## src/rtl/spi_peripheral.sv

```systemverilog
// SPI responder: oversamples sclk/cs/mosi in the local clock domain, receives
// LSB-first words on mosi and returns a response word on miso.
module spi_peripheral #(
   parameter int   DATA_WIDTH  = 16,
   parameter logic CS_ACTIVE   = 1'b0,
   parameter logic CPOL        = 1'b0,
   parameter int   SYNC_STAGES = 2
) (
   input  logic                  i_clk,
   input  logic                  i_reset,
   input  logic                  i_sclk,
   input  logic                  i_cs,
   input  logic                  i_mosi,
   output logic                  o_miso,
   input  logic [DATA_WIDTH-1:0] i_data_to_tx,
   output logic [DATA_WIDTH-1:0] o_data_rx,
   output logic                  o_rx_valid,
   output logic                  o_tx_loaded,
   output logic                  o_busy,
   output logic                  o_frame_error
);

   localparam int CW = $clog2(DATA_WIDTH);
   localparam logic [CW-1:0] LAST = CW'(DATA_WIDTH - 1);

   typedef enum logic {IDLE, SHIFT} state_t;

   state_t                  r_state, w_state_nxt;
   logic [SYNC_STAGES-1:0]  r_sclk_sync, r_cs_sync, r_mosi_sync;
   logic                    r_sclk_d, r_cs_d;
   logic [DATA_WIDTH-1:0]   r_rx_shift, r_tx_shift, r_data_rx;
   logic [CW-1:0]           r_bit_cnt, w_cnt_after;
   logic                    r_miso, r_rx_valid, r_tx_loaded, r_frame_err;
   logic                    w_sclk_s, w_cs_s, w_mosi_s;
   logic                    w_sclk_trail, w_cs_on, w_cs_off, w_wrap;
   logic [DATA_WIDTH-1:0]   w_rx_next;

   // Chains preset to the idle pin levels so reset release never looks like an edge
   always_ff @(posedge i_clk or negedge i_reset) begin
      if (!i_reset) begin
         r_sclk_sync <= {SYNC_STAGES{CPOL}};
         r_cs_sync   <= {SYNC_STAGES{~CS_ACTIVE}};
         r_mosi_sync <= '0;
         r_sclk_d    <= CPOL;
         r_cs_d      <= ~CS_ACTIVE;
      end else begin
         r_sclk_sync <= {r_sclk_sync[SYNC_STAGES-2:0], i_sclk};
         r_cs_sync   <= {r_cs_sync[SYNC_STAGES-2:0], i_cs};
         r_mosi_sync <= {r_mosi_sync[SYNC_STAGES-2:0], i_mosi};
         r_sclk_d    <= w_sclk_s;
         r_cs_d      <= w_cs_s;
      end
   end

   assign w_sclk_s     = r_sclk_sync[SYNC_STAGES-1];
   assign w_cs_s       = r_cs_sync[SYNC_STAGES-1];
   assign w_mosi_s     = r_mosi_sync[SYNC_STAGES-1];
   assign w_sclk_trail = (w_sclk_s == CPOL) && (r_sclk_d != CPOL);
   assign w_cs_on      = (w_cs_s == CS_ACTIVE) && (r_cs_d != CS_ACTIVE);
   assign w_cs_off     = (w_cs_s != CS_ACTIVE) && (r_cs_d == CS_ACTIVE);
   assign w_rx_next    = {w_mosi_s, r_rx_shift[DATA_WIDTH-1:1]};
   assign w_wrap       = w_sclk_trail && (r_bit_cnt == LAST);

   // Bit count as it stands after this cycle's sclk edge; cs is judged against it
   always_comb begin
      w_cnt_after = r_bit_cnt;
      if (w_sclk_trail) w_cnt_after = w_wrap ? '0 : r_bit_cnt + 1'b1;
   end

   always_comb begin
      w_state_nxt = r_state;
      case (r_state)
         IDLE:    if (w_cs_on)  w_state_nxt = SHIFT;
         SHIFT:   if (w_cs_off) w_state_nxt = IDLE;
         default: w_state_nxt = IDLE;
      endcase
   end

   always_ff @(posedge i_clk or negedge i_reset) begin
      if (!i_reset) r_state <= IDLE;
      else          r_state <= w_state_nxt;
   end

   always_ff @(posedge i_clk or negedge i_reset) begin
      if (!i_reset) begin
         r_rx_shift  <= '0;
         r_tx_shift  <= '0;
         r_data_rx   <= '0;
         r_bit_cnt   <= '0;
         r_miso      <= 1'b0;
         r_rx_valid  <= 1'b0;
         r_tx_loaded <= 1'b0;
         r_frame_err <= 1'b0;
      end else begin
         r_rx_valid  <= 1'b0;
         r_tx_loaded <= 1'b0;
         r_frame_err <= 1'b0;
         if (r_state == IDLE) begin
            if (w_cs_on) begin
               r_tx_shift  <= i_data_to_tx;
               r_miso      <= i_data_to_tx[0];
               r_tx_loaded <= 1'b1;
               r_bit_cnt   <= '0;
            end
         end else begin
            if (w_sclk_trail) begin
               r_rx_shift <= w_rx_next;
               if (w_wrap) begin
                  r_data_rx   <= w_rx_next;
                  r_rx_valid  <= 1'b1;
                  r_bit_cnt   <= '0;
                  r_tx_shift  <= i_data_to_tx;
                  r_miso      <= i_data_to_tx[0];
                  r_tx_loaded <= 1'b1;
               end else begin
                  r_bit_cnt  <= r_bit_cnt + 1'b1;
                  r_tx_shift <= r_tx_shift >> 1;
                  r_miso     <= r_tx_shift[1];
               end
            end
            // cs release is applied after the sclk edge of the same cycle
            if (w_cs_off) begin
               r_frame_err <= (w_cnt_after != '0);
               r_bit_cnt   <= '0;
               r_miso      <= 1'b0;
            end
         end
      end
   end

   assign o_miso        = r_miso;
   assign o_data_rx     = r_data_rx;
   assign o_rx_valid    = r_rx_valid;
   assign o_tx_loaded   = r_tx_loaded;
   assign o_frame_error = r_frame_err;
   assign o_busy        = (r_state == SHIFT);

endmodule

```

## config.mk

```make
export PLATFORM = sky130hd
export DESIGN_NAME = spi_peripheral
export DESIGN_NICKNAME = d
export VERILOG_FILES = /design/src/rtl/spi_peripheral.sv
export SDC_FILE = /design/constraint.sdc
export NUM_CORES = 1
export LEC_CHECK = 0
export CAP_MARGIN = 30
export CORE_MARGIN = 4
export CORE_UTILIZATION = 55
export DETAILED_ROUTE_END_ITERATION = 10
export PLACE_DENSITY_LB_ADDON = 0.08
export SYNTH_ARGS = -nofsm -noshare
export SYNTH_HDL_FRONTEND = slang
export SYNTH_SLANG_ARGS = --single-unit
```

## constraint.sdc

```tcl
create_clock -name i_clk -period 2.9 [get_ports i_clk]
set_input_delay 0.435 -clock i_clk [delete_from_list [all_inputs] [get_ports i_clk]]
set_output_delay 0.435 -clock i_clk [all_outputs]
set_load 0.02 [all_outputs]
```

======== After elaboration in Yosys (flattened, before gate mapping) ========
Index checks and enable logic that the tools add are counted.
storage, ports and cells
  output and inout bits ................... 21
  flip-flop bits (word level) ............. 65
  bits of input ports ..................... 21
  logic and storage cells ................. 55
cells by class
  multiplexer cells ....................... 23
  reduce and logical (&&, ||, !) cells .... 10
  equality and inequality tests ........... 3
  bitwise gates (word level) .............. 4
  add/subtract/negate cells ............... 1
operator list
  kind                 count
  $mux 16              4
  $mux 4               5
  $mux 1               13
  $reduce_and 2->1     3
  $add 4x1->4 const B  1
  $eq 4x4->1 const B   1
  $logic_and 1x1->1    4
  $not 1->1            4
  $reduce_bool 4->1    1
  $ne 3x1->1 const B   1
  $reduce_and 3->1     1
  $ne 2x1->1 const B   1
  $pmux 1 s2           1
  $reduce_bool 2->1    1

======== Longest topological paths before layout ========
Gate-level depths: netlist of the first run.
  depth after elaboration ................. 8
  depth in mapped cells ................... 7

======== Worst setup path before layout of the first run ========
No wires, ideal clock.
  kind .................................... register -> register
  from .................................... register r_state, in the netlist o_busy
  to ...................................... register r_data_rx[0], in the netlist o_data_rx[0]
  clock period less this slack ............ 1.600 ns
  path slack .............................. 1.300 ns
  arrival time ............................ 1.472 ns
  stages on the path, launching flop included .. 7
  path buffers ............................ 3
  setup time .............................. 0.127 ns
  cells stage by stage .................... dfrtp_1 -> buf_4 -> nand3b_1 -> buf_4 -> nor2_8 -> buf_6 -> mux2_1
between the ends
  cells in the longest elaborated chain, start to end .. 1
RTL lines
  element                            RTL line  text
  from (decl)                        28        state_t r_state, w_state_nxt;
  from (signal assigned)             81        else r_state <= w_state_nxt;
  $reduce_and 3->1 (no source line)  n/a
  to (signal assigned)               109       r_data_rx <= w_rx_next;
  to (decl)                          31        logic [DATA_WIDTH-1:0] r_rx_shift, r_tx_shift, r_data_rx;
No other way between the ends.
A chain may end at the register's enable or synchronous reset.

======== Worst setup path in the final report of the first run ========
  from .................................... register r_state, in the netlist o_busy
  to ...................................... output port o_busy
RTL lines
  element    RTL line  text
  to (decl)  19        output logic o_busy,
No word-level cell between the ends.

==> key figures, run 1 <==
Synthesis
  – Post-Synthesis Cells: 216
  – Seq cells post-synth: 63
  – Synth unique cells: 37
  – Seq/Total Area, Yosys: 60.0%
  – Cell taking the most area after synthesis: dfrtp_1
  – Syn_nets: 238
  – Synth top area cells: dfrtp_1 57%, mux2_2 10%, nand2_1 5.1%
  – Synth warn: 0
  – Synthesized area per cell: 12.2 um2
  – Synthesized cell area: 2640 um2
  – Synth top area share: 57.0%

Clocking
  – CTS tree: built
  – Clock Tree Buf Depth: 2
  – Worst skew pair latency: 0.34 ns
  – Clk root buf: clkbuf_8
  – Total CTS buffers: 9
  – Setup bufs post-CTS: 0
  – Total clock sinks: 63
  – Hold buffer count at cts: 0
  – H-tree depth: 3
  – Post-cts sizing count: 0
  – Reg clk slew, reported paths: 0.07 ns

Setup path
  – CP max stage delay: 0.72 ns
  – Crit Path Category: register to output pin
  – Crit path cell chain: clkdlybuf4s50_1
  – Crit path launch type: register
  – Max FO, Critical Path: 19
  – Levels on crit path: 1
  – Slowest CP cell: dfrtp_1
  – Worst EP required: 2.47 ns
  – Worst path buffer plus inverter count: 1
  – Reg2reg end: r_tx_shift[7]
  – Crit path max-delay family: flip-flops
  – Crit path to: o_busy
  – Worst R2R Setup Slack: 0.91 ns
  – Reg-to-Reg Start: o_busy
  – CP Capture Type: output pin
  – CP arrival: 1.77 ns
  – Register-to-Register Path Depth: 4
  – Crit path launch: o_busy

STA
  – Max-slew violation count: 0
  – Crit share post-route: 76.1%
  – Worst-Margin Slew: 1.04 ns
  – Sum of negative setup slack: 0 ns
  – RSZ-0062 raised after global routing: false
  – Post-route minimum period: 2.21 ns
  – Final Skew: 0.00696 ns
  – Final setup fails: 0
  – F_max: 453 MHz
  – Final Hold Viols: 0
  – Slew headroom: 30.5%

Run status
  – Status: finished clean

Place
  – IO buf count: 41
  – GPL Wtd Cong: 0.910
  – Post-DP HPWL: 3000 um

Flow run
  – MaxCap Viol Count: 0

Layout
  – Share of post-route cells with drive strength above 1: 20.2%
  – Highest-count cells in the layout ignoring fill and taps: 60 x dfrtp_1, 40 x clkdlybuf4s50_1, 36 x nand2_1
  – Area growth from synthesis to layout: 23.8%
  – Nets@finish: 280
  – Antenna diodes: 0
  – Most common cell after layout, fill and taps aside: dfrtp_1
  – Footprint of the multi-input gates: 968 um2
  – Storage cell area: 1580 um2
  – FILL cells: 329

Worst hold path
  – Min-delay worst type: primary input to async pin

Floorplanning
  – Die Y-Extent: 77.2 um
  – Area of the core: 4500 um2
  – Die Wd: 77.2 um
  – Initial Util: 58.5%
  – I/O pin cnt: 42
  – Die ar.: 5960 um2
  – Core Rows: 24

Routing
  – Vias/cell: 5.38
  – Initial detailed-routing violation count: 117
  – TritonRoute pass-1 iters: 4
  – WL/cell: 14.3 um
  – Post-detailed-route count of antenna-violating nets: 0
  – Via count: 1694
  – Total routed wirelength: 4500 um
  – DRC errors left: 0

Global route
  – Vias in the first global route: 1611
  – First-pass GRT wire length: 7670 um
  – Global route total overflow: 0
  – Initial antenna violation count: 0
  – Pin count of the biggest net entering global routing: 34
  – GRT Util Overall: 16.6%

Power and ir drop
  – Pwr per Cell Area: 678 nW/um2
  – Static leakage: 1.51 nW
  – Overall power: 0.00221 W
  – Worst VDD drop: 0.489 mV
==> flip-flops by register name, summed over array words and instances (netlist names), 2 cells and up <==
signal,count
o_data_rx,16
r_bit_cnt,4
r_cs_sync,2
r_mosi_sync,2
r_rx_shift,15
r_sclk_sync,2
r_tx_shift,15
==> per-layer routing <==
layer / global-route usage (%) / up-vias / wire [um]
met5: 0 / - / 0
met4: 10.1 / 0 / 97
met3: 4.68 / 9 / 273
met2: 23.7 / 45 / 1980
met1: 22.4 / 800 / 2140
li1: - / 840 / -
==> stage by stage <==
stage / instances / hold WS [ns] / utilization, % / setup slack (ns) / area (um2)
4_1_cts: 315 / 0.150 / 72.4 / 0.687 / 3260
3_3_place_gp: 299 / 0.335 / 67.8 / 0.971 / 3050
3_5_place_dp: 299 / 0.339 / 67.8 / 0.923 / 3050
6_report: 315 / 0.140 / 72.4 / 0.693 / 3260
5_1_grt: 315 / 0.178 / 72.4 / 0.622 / 3260
2_1_floorplan: 216 / 0.139 / - / 1.30 / 2640
==> where the power goes <==
part           internal (W)  leakage, nW  switching [W]  total, W
registers           0.00102        0.794      0.0000941   0.00112
logic              0.000165        0.611       0.000148  0.000313
clock network      0.000442        0.105       0.000340  0.000782
total               0.00163         1.51       0.000582   0.00221
==> how the worst min path moves through the flow <==
| stage | cells after the start | endpoint | slack [ns] | start |
|---|---|---|---|---|
| after floorplan | 0 | o_busy | 0.14 | i_reset |
| after global placement | 0 | r_mosi_sync[1] | 0.33 | r_mosi_sync[0] |
| after detailed placement | 0 | r_mosi_sync[1] | 0.34 | r_mosi_sync[0] |
| after CTS | 1 | o_frame_error | 0.15 | i_reset |
| after global routing | 1 | o_frame_error | 0.18 | i_reset |
| final | 1 | o_frame_error | 0.14 | i_reset |
==> area by class of cell <==
| cell class | instances | share of cell area (%) |
|---|---|---|
| Timing Repair Buffer | 43 | 13.3 |
| Sequential cell | 63 | 48.4 |
| Clock inverter | 5 | 1.73 |
| Clock buffer | 11 | 4.64 |
| Tap cell | 52 | 1.99 |
| Inverter | 2 | 0.230 |
| Multi-Input combinational cell | 139 | 29.7 |
==> cell families (layout without fill, tap and decap cells) <==
kind of cell    after synthesis  in the layout  share of synthesized area [%]
flops                        63             63                           60.0
buf+inv                      14             61                           3.42
mux                          33             33                           14.1
fa+ha+maj                     1              1                          0.475
xor+xnor                      1              1                          0.332
simple gates                 68             68                           12.3
compound gates               36             36                           9.35
==> cell usage after synthesis, drive strengths merged <==
| library cell | instances |
|---|---|
| and3 | 2 |
| and2 | 1 |
| a211oi | 3 |
| nand2b | 3 |
| dfstp | 3 |
| nand3b | 1 |
| a21oi | 5 |
| ha | 1 |
| nand4b | 1 |
| mux2 | 33 |
| inv | 2 |
| nor2 | 17 |
| nand2 | 36 |
| nand3 | 2 |
| and2b | 1 |
| o22ai | 3 |
| xor2 | 1 |
| o2111ai | 1 |
| o21ai | 6 |
| a31oi | 15 |
| clkbuf | 2 |
| o32a | 1 |
| nor3 | 2 |
| a21boi | 1 |
| dfrtp | 60 |
| buf | 10 |
| nor2b | 1 |
| o31ai | 1 |
| or3 | 1 |
Note: power is estimated with default switching activity, not from simulation.
==> run 2, diff against run 1 <==
CORE_UTILIZATION = 53   (was 55)
clock period = 2.25 ns   (was 2.9 ns; I/O delays follow)
==> key figures, run 2 (same netlist as run 1, synthesis figures left out) <==
Floorplanning
  – Initial Util: 55.4% (-3.1 points)
  – Die Wd: 78.5 um (+1.7%)
  – Die ar.: 6160 um2 (+3.4%)
  – Area of the core: 4750 um2 (+5.6%)
  – Core Rows: 25 (+4.2%)
  – Die Y-Extent: 78.5 um (+1.7%)
  – I/O pin cnt: 42 (unchanged)

Routing
  – Initial detailed-routing violation count: 103 (-12%)
  – Via count: 1751 (+3.4%)
  – DRC errors left: 0 (unchanged)
  – Total routed wirelength: 4680 um (+4.2%)
  – Post-detailed-route count of antenna-violating nets: 0 (unchanged)
  – WL/cell: 14.1 um (-1.5%)
  – Vias/cell: 5.26 (-2.2%)
  – TritonRoute pass-1 iters: 4 (unchanged)

Layout
  – Most common cell after layout, fill and taps aside: dfrtp_1
  – Area growth from synthesis to layout: 25.2%
  – Highest-count cells in the layout ignoring fill and taps: 60 x dfrtp_1, 40 x clkdlybuf4s50_1, 36 x nand2_1
  – Share of post-route cells with drive strength above 1: 19.9% (-0.23 points)
  – Antenna diodes: 0 (unchanged)
  – Nets@finish: 283 (+1.1%)
  – Max reg flops: 16 (unchanged)
  – Final Non-Filler Cells: 333 (+5.7%)

Clocking
  – Clock Tree Buf Depth: 2 (unchanged)
  – H-tree depth: 3 (unchanged)
  – Hold buffer count at cts: 1 (+1)
  – Reg clk slew, reported paths: 0.06 ns (about the same)
  – Clk root buf: clkbuf_8
  – Total clock sinks: 63 (unchanged)
  – Worst skew pair latency: 0.33 ns (about the same)
  – Total CTS buffers: 9 (unchanged)
  – Post-cts sizing count: 0 (unchanged)
  – Setup bufs post-CTS: 0 (unchanged)
  – CTS tree: built

Place
  – IO buf count: 41 (unchanged)
  – GPL Wtd Cong: 0.842 (-7.4%)
  – Post-DP HPWL: 3110 um (+3.4%)
  – DP Cell Count: 316 (+5.7%)

Setup path
  – Crit Path Category: register to register
  – CP Capture Type: register
  – Crit path launch type: register
  – Max FO, Critical Path: 14 (-5)
  – Worst EP required: 2.49 ns (+0.02 ns)
  – CP arrival: 2.03 ns (+0.26 ns)

Power and ir drop
  – Worst VDD drop: 0.592 mV (+21%)
  – Internal Power: 0.00211 W (+29%)
  – Static leakage: 1.52 nW (+0.56%)
  – Net Sw Frac: 25.7% (-0.58 points)
  – Pwr per Cell Area: 860 nW/um2 (+27%)
  – Comb pwr share: 14.8% (+0.7 points)
  – Clock power share: 34.5% (-0.9 points)
  – Register share of total power: 50.7% (+0.2 points)
  – Switch Pwr: 0.000731 W (+26%)

Global route
  – First-pass GRT wire length: 8310 um (+8.4%)
  – GRT Util Overall: 17.3% (+0.67 points)
  – Pin count of the biggest net entering global routing: 45 (+32%)
  – Global route total overflow: 0 (unchanged)
  – Vias in the first global route: 1762 (+9.4%)
  – Initial antenna violation count: 0 (unchanged)

Run status
  – Status: finished clean

STA
  – Final setup fails: 0 (unchanged)
  – Post-route minimum period: 1.78 ns
  – Final Hold Viols: 0 (unchanged)
  – Max-slew violation count: 0 (unchanged)
  – Sum of negative setup slack: 0 ns (unchanged)
  – Slew headroom: 69.4% (+39 points)
  – RSZ-0062 raised after global routing: false
  – Hold Slack: 0.358 ns (+0.218 ns)
  – Crit share post-route: 79.3%
  – Final Skew: 0.00500 ns (-0.00196 ns)
  – Worst-Margin Slew: 0.460 ns (-0.583 ns)
  – F_max: 560 MHz

Flow run
  – MaxCap Viol Count: 0 (unchanged)

Worst hold path
  – Min-delay worst type: register to register
## run 2: cell count changes in the layout (fill, tap and decap cells not counted)
cell and delta:
clkbuf_1 +2, buf_4 +2, clkinv_2 -1, clkinv_4 -1
dlygate4sd3_1 +1
## run 2: critical path, cell delays in order, from the launching register on
cell and delay, ns:
dfrtp_1 0.43, ha_1 0.32, and3_2 0.28, a21boi_4 0.37, nand2_1 0.11, a31oi_1 0.19
## run 2: metal layers
layer	up-vias	global-route usage, %	share of wire (%)
met5	-	0	0
met4	0	4.20	0.90
met2	48	25.5	46
met1	856	23.7	48
li1	842	-	-
met3	5	7.34	5.3
## run 2: per-stage QoR
step                area (um2)  setup WS, ns  power [W]  utilization [%]
detailed placement        3090         0.507    0.00188             64.9
floorplan                 2640         0.650    0.00172                -
finish                    3300         0.465    0.00284             69.4
global route              3300         0.339    0.00299             69.4
CTS                       3300         0.449    0.00287             69.4
global placement          3090         0.494    0.00186             64.9
## run 2: power by group through the flow
| stage | Sequential [W] | Clock, W | Combinational, W |
|---|---|---|---|
| 5_1_grt | 0.00146 | 0.00105 | 0.000476 |
| 3_5_place_dp | 0.00145 | 0 | 0.000422 |
| 3_3_place_gp | 0.00145 | 0 | 0.000411 |
| 2_1_floorplan | 0.00143 | 0 | 0.000292 |
| 4_1_cts | 0.00144 | 0.00100 | 0.000427 |
| 6_report | 0.00144 | 0.000980 | 0.000420 |
## run 2: area by class of cell
cell class | count | area [um2]
Clock buffer | 13 | 159
Multi-Input combinational cell | 139 | 968
Inverter | 2 | 7.51
Tap cell | 67 | 83.8
Timing Repair Buffer | 46 | 458
Clock inverter | 3 | 42.5
Fill cell | 362 | 1460
Sequential cell | 63 | 1580
## run 2: path summary, 6_finish.rpt
check / startpoint / to / slack, ns / cells past startpoint
max: r_bit_cnt[0] / r_tx_shift[4] / 0.47 / 5
min: r_cs_sync[0] / r_cs_sync[1] / 0.36 / 0
min reg2reg: r_cs_sync[0] / r_cs_sync[1] / 0.36 / 0
max in group asynchronous: i_reset / r_cs_d / 1.12 / 3
min in group asynchronous: i_reset / o_data_rx[13] / 0.50 / 2
max reg2reg: r_bit_cnt[0] / r_tx_shift[4] / 0.47 / 5
==> run 3, diff against run 2 <==
CORE_UTILIZATION = 48   (was 53)
clock period = 1.5 ns   (was 2.25 ns; I/O delays follow)
==> key figures, run 3 (same netlist as run 1, synthesis figures left out) <==
Global route
  – GRT Util Overall: 17.9% (+0.65 points)
  – First-pass GRT wire length: 8990 um (+8.1%)
  – Initial antenna violation count: 0 (unchanged)
  – Vias in the first global route: 1925 (+9.3%)
  – Pin count of the biggest net entering global routing: 34 (-24%)
  – Global route total overflow: 0 (unchanged)

Power and ir drop
  – Static leakage: 1.79 nW (+18%)
  – Switch Pwr: 0.00119 W (+63%)
  – Clock power share: 31.0% (-3.5 points)
  – Overall power: 0.00421 W (+48%)
  – Internal Power: 0.00302 W (+43%)
  – Comb pwr share: 17.8% (+3.0 points)
  – Net Sw Frac: 28.2% (+2.5 points)
  – Worst VDD drop: 0.744 mV (+26%)
  – Register share of total power: 51.2% (+0.5 points)
  – Pwr per Cell Area: 1160 nW/um2 (+35%)

STA
  – Final Skew: 0.00997 ns (+0.00497 ns)
  – Post-route minimum period: 1.50 ns (-0.281 ns)
  – Final Worst Setup Slack: -0.00350 ns (-0.469 ns)
  – Sum of negative setup slack: -0.00350 ns (-0.00350 ns)
  – Worst-Margin Slew: 0.460 ns (+0.000412 ns)
  – Slew headroom: 69.3% (about the same)
  – Final Hold Viols: 0 (unchanged)
  – Crit share post-route: 100% (+21 points)
  – Final setup fails: 1 (+1)
  – Max-slew violation count: 0 (unchanged)
  – Hold Slack: 0.303 ns (-0.0552 ns)
  – F_max: 665 MHz (+19%)
  – RSZ-0062 raised after global routing: true

Setup path
  – Crit path cell chain: buf_4 > buf_4 > and2_4 > and3_4 > mux2_2 > a31oi_1
  – Crit path launch type: register
  – Worst path buffer plus inverter count: 2 (+2)
  – Crit path max-delay family: flip-flops
  – Max FO, Critical Path: 4 (-10)
  – Slowest CP cell: dfrtp_1
  – Worst EP required: 1.76 ns (-0.73 ns)
  – CP arrival: 1.77 ns (-0.26 ns)
  – CP max stage delay: 0.41 ns (-0.02 ns)
  – CP Capture Type: register
  – Crit Path Category: register to register
  – Worst path most repeated cell: buf_4

Clocking
  – Total clock sinks: 63 (unchanged)
  – Clock Tree Buf Depth: 2 (unchanged)
  – H-tree depth: 3 (unchanged)
  – Worst skew pair latency: 0.34 ns (about the same)
  – Total CTS buffers: 9 (unchanged)
  – CTS tree: built
  – Reg clk slew, reported paths: 0.07 ns (about the same)
  – Clk root buf: clkbuf_8

Floorplanning
  – Die Wd: 82.1 um (+4.6%)
  – Die ar.: 6740 um2 (+9.3%)
  – Initial Util: 50.6% (-4.8 points)
  – Core Rows: 26 (+4.0%)
  – I/O pin cnt: 42 (unchanged)
  – Area of the core: 5200 um2 (+9.5%)
  – Die Y-Extent: 82.1 um (+4.6%)

Layout
  – Nets@finish: 308 (+8.8%)
  – Share of post-route cells with drive strength above 1: 33.3% (+13 points)
  – Highest-count cells in the layout ignoring fill and taps: 59 x dfrtp_1, 34 x nand2_1, 19 x clkdlybuf4s50_1
  – Area growth from synthesis to layout: 37.5%
  – Most common cell after layout, fill and taps aside: dfrtp_1
  – Final Non-Filler Cells: 361 (+8.4%)
  – Max reg flops: 16 (unchanged)
  – Antenna diodes: 0 (unchanged)

Routing
  – Vias/cell: 5.02 (-4.6%)
  – WL/cell: 15.0 um (+6.4%)
  – DRC errors left: 0 (unchanged)
  – TritonRoute pass-1 iters: 4 (unchanged)
  – Met3 Routed Length: 225 um (-10%)
  – Max Used Layer: met4
  – Total routed wirelength: 5400 um (+15%)
  – WL met1: 2550 um (+13%)
  – Via count: 1811 (+3.4%)
  – Post-detailed-route count of antenna-violating nets: 0 (unchanged)
  – Met2 routed WL: 2550 um (+20%)
  – Initial detailed-routing violation count: 108 (+4.9%)

Place
  – IO buf count: 41 (unchanged)
  – DP Cell Count: 338 (+7.0%)
  – Post-DP HPWL: 3550 um (+14%)
  – GPL Wtd Cong: 0.838 (-0.46%)

Flow run
  – MaxCap Viol Count: 0 (unchanged)

Run status
  – Status: finished with violations
  – Failing checks: setup timing

Worst hold path
  – Min-delay worst type: primary input to register
-- run 3: layout make-up --
type,count,area (um2)
Multi-Input combinational cell,139,1070
Tap cell,70,87.6
Inverter,2,7.51
Clock inverter,5,33.8
Timing Repair Buffer,71,703
Fill cell,408,1580
Clock buffer,11,141
Sequential cell,63,1580
-- run 3: through the flow --
stage	utilization, %	cell area [um2]	setup slack [ns]
after floorplan	-	2660	-0.00945
after global placement	63.4	3300	-0.0128
after detailed placement	63.4	3300	-0.0834
after CTS	67.6	3520	-0.00359
after global routing	69.6	3620	-0.0821
final	69.6	3620	-0.00350
-- run 3: worst paths after layout --
kind	end	slack, ns	start	cells past startpoint
min in group asynchronous	r_tx_shift[5]	0.36	i_reset	2
min reg2reg	r_mosi_sync[1]	0.35	r_mosi_sync[0]	0
max in group asynchronous	r_tx_shift[13]	0.58	i_reset	3
max reg2reg	o_frame_error	-0.003	r_bit_cnt[0]	6
max	o_frame_error	-0.003	r_bit_cnt[0]	6
min	r_cs_sync[0]	0.30	i_cs	1
-- run 3: worst reg2reg max path: cells and delay by family (launching register included) --
kind	cells	cell delay, ns
AOI/OAI and AO/OA	1	0.16
buffers and inverters	2	0.27
DFF	1	0.41
muxes	1	0.27
and+or+nand+nor	2	0.32
-- run 3: per-layer routing --
metal,global-route usage (%),up-vias
li1,-,891
met1,23.5,878
met2,27.7,34
met3,6.18,8
met4,6.64,0
met5,0,-
-- run 3: what timing repair did --
item,in CTS,in global routing
hold buffers,1,0
resized for setup,24,31
endpoints found under the setup margin,65,37
hold endpoints to repair,14,0
buffers inserted,5,1
pin swaps,5,7
-- run 3: power by group through the flow --
stage / clock [W] / combinational [W] / sequential (W)
2_1_floorplan: 0 / 0.000447 / 0.00215
3_3_place_gp: 0 / 0.000699 / 0.00217
3_5_place_dp: 0 / 0.000719 / 0.00218
4_1_cts: 0.00135 / 0.000742 / 0.00215
5_1_grt: 0.00141 / 0.000850 / 0.00219
6_report: 0.00131 / 0.000751 / 0.00216
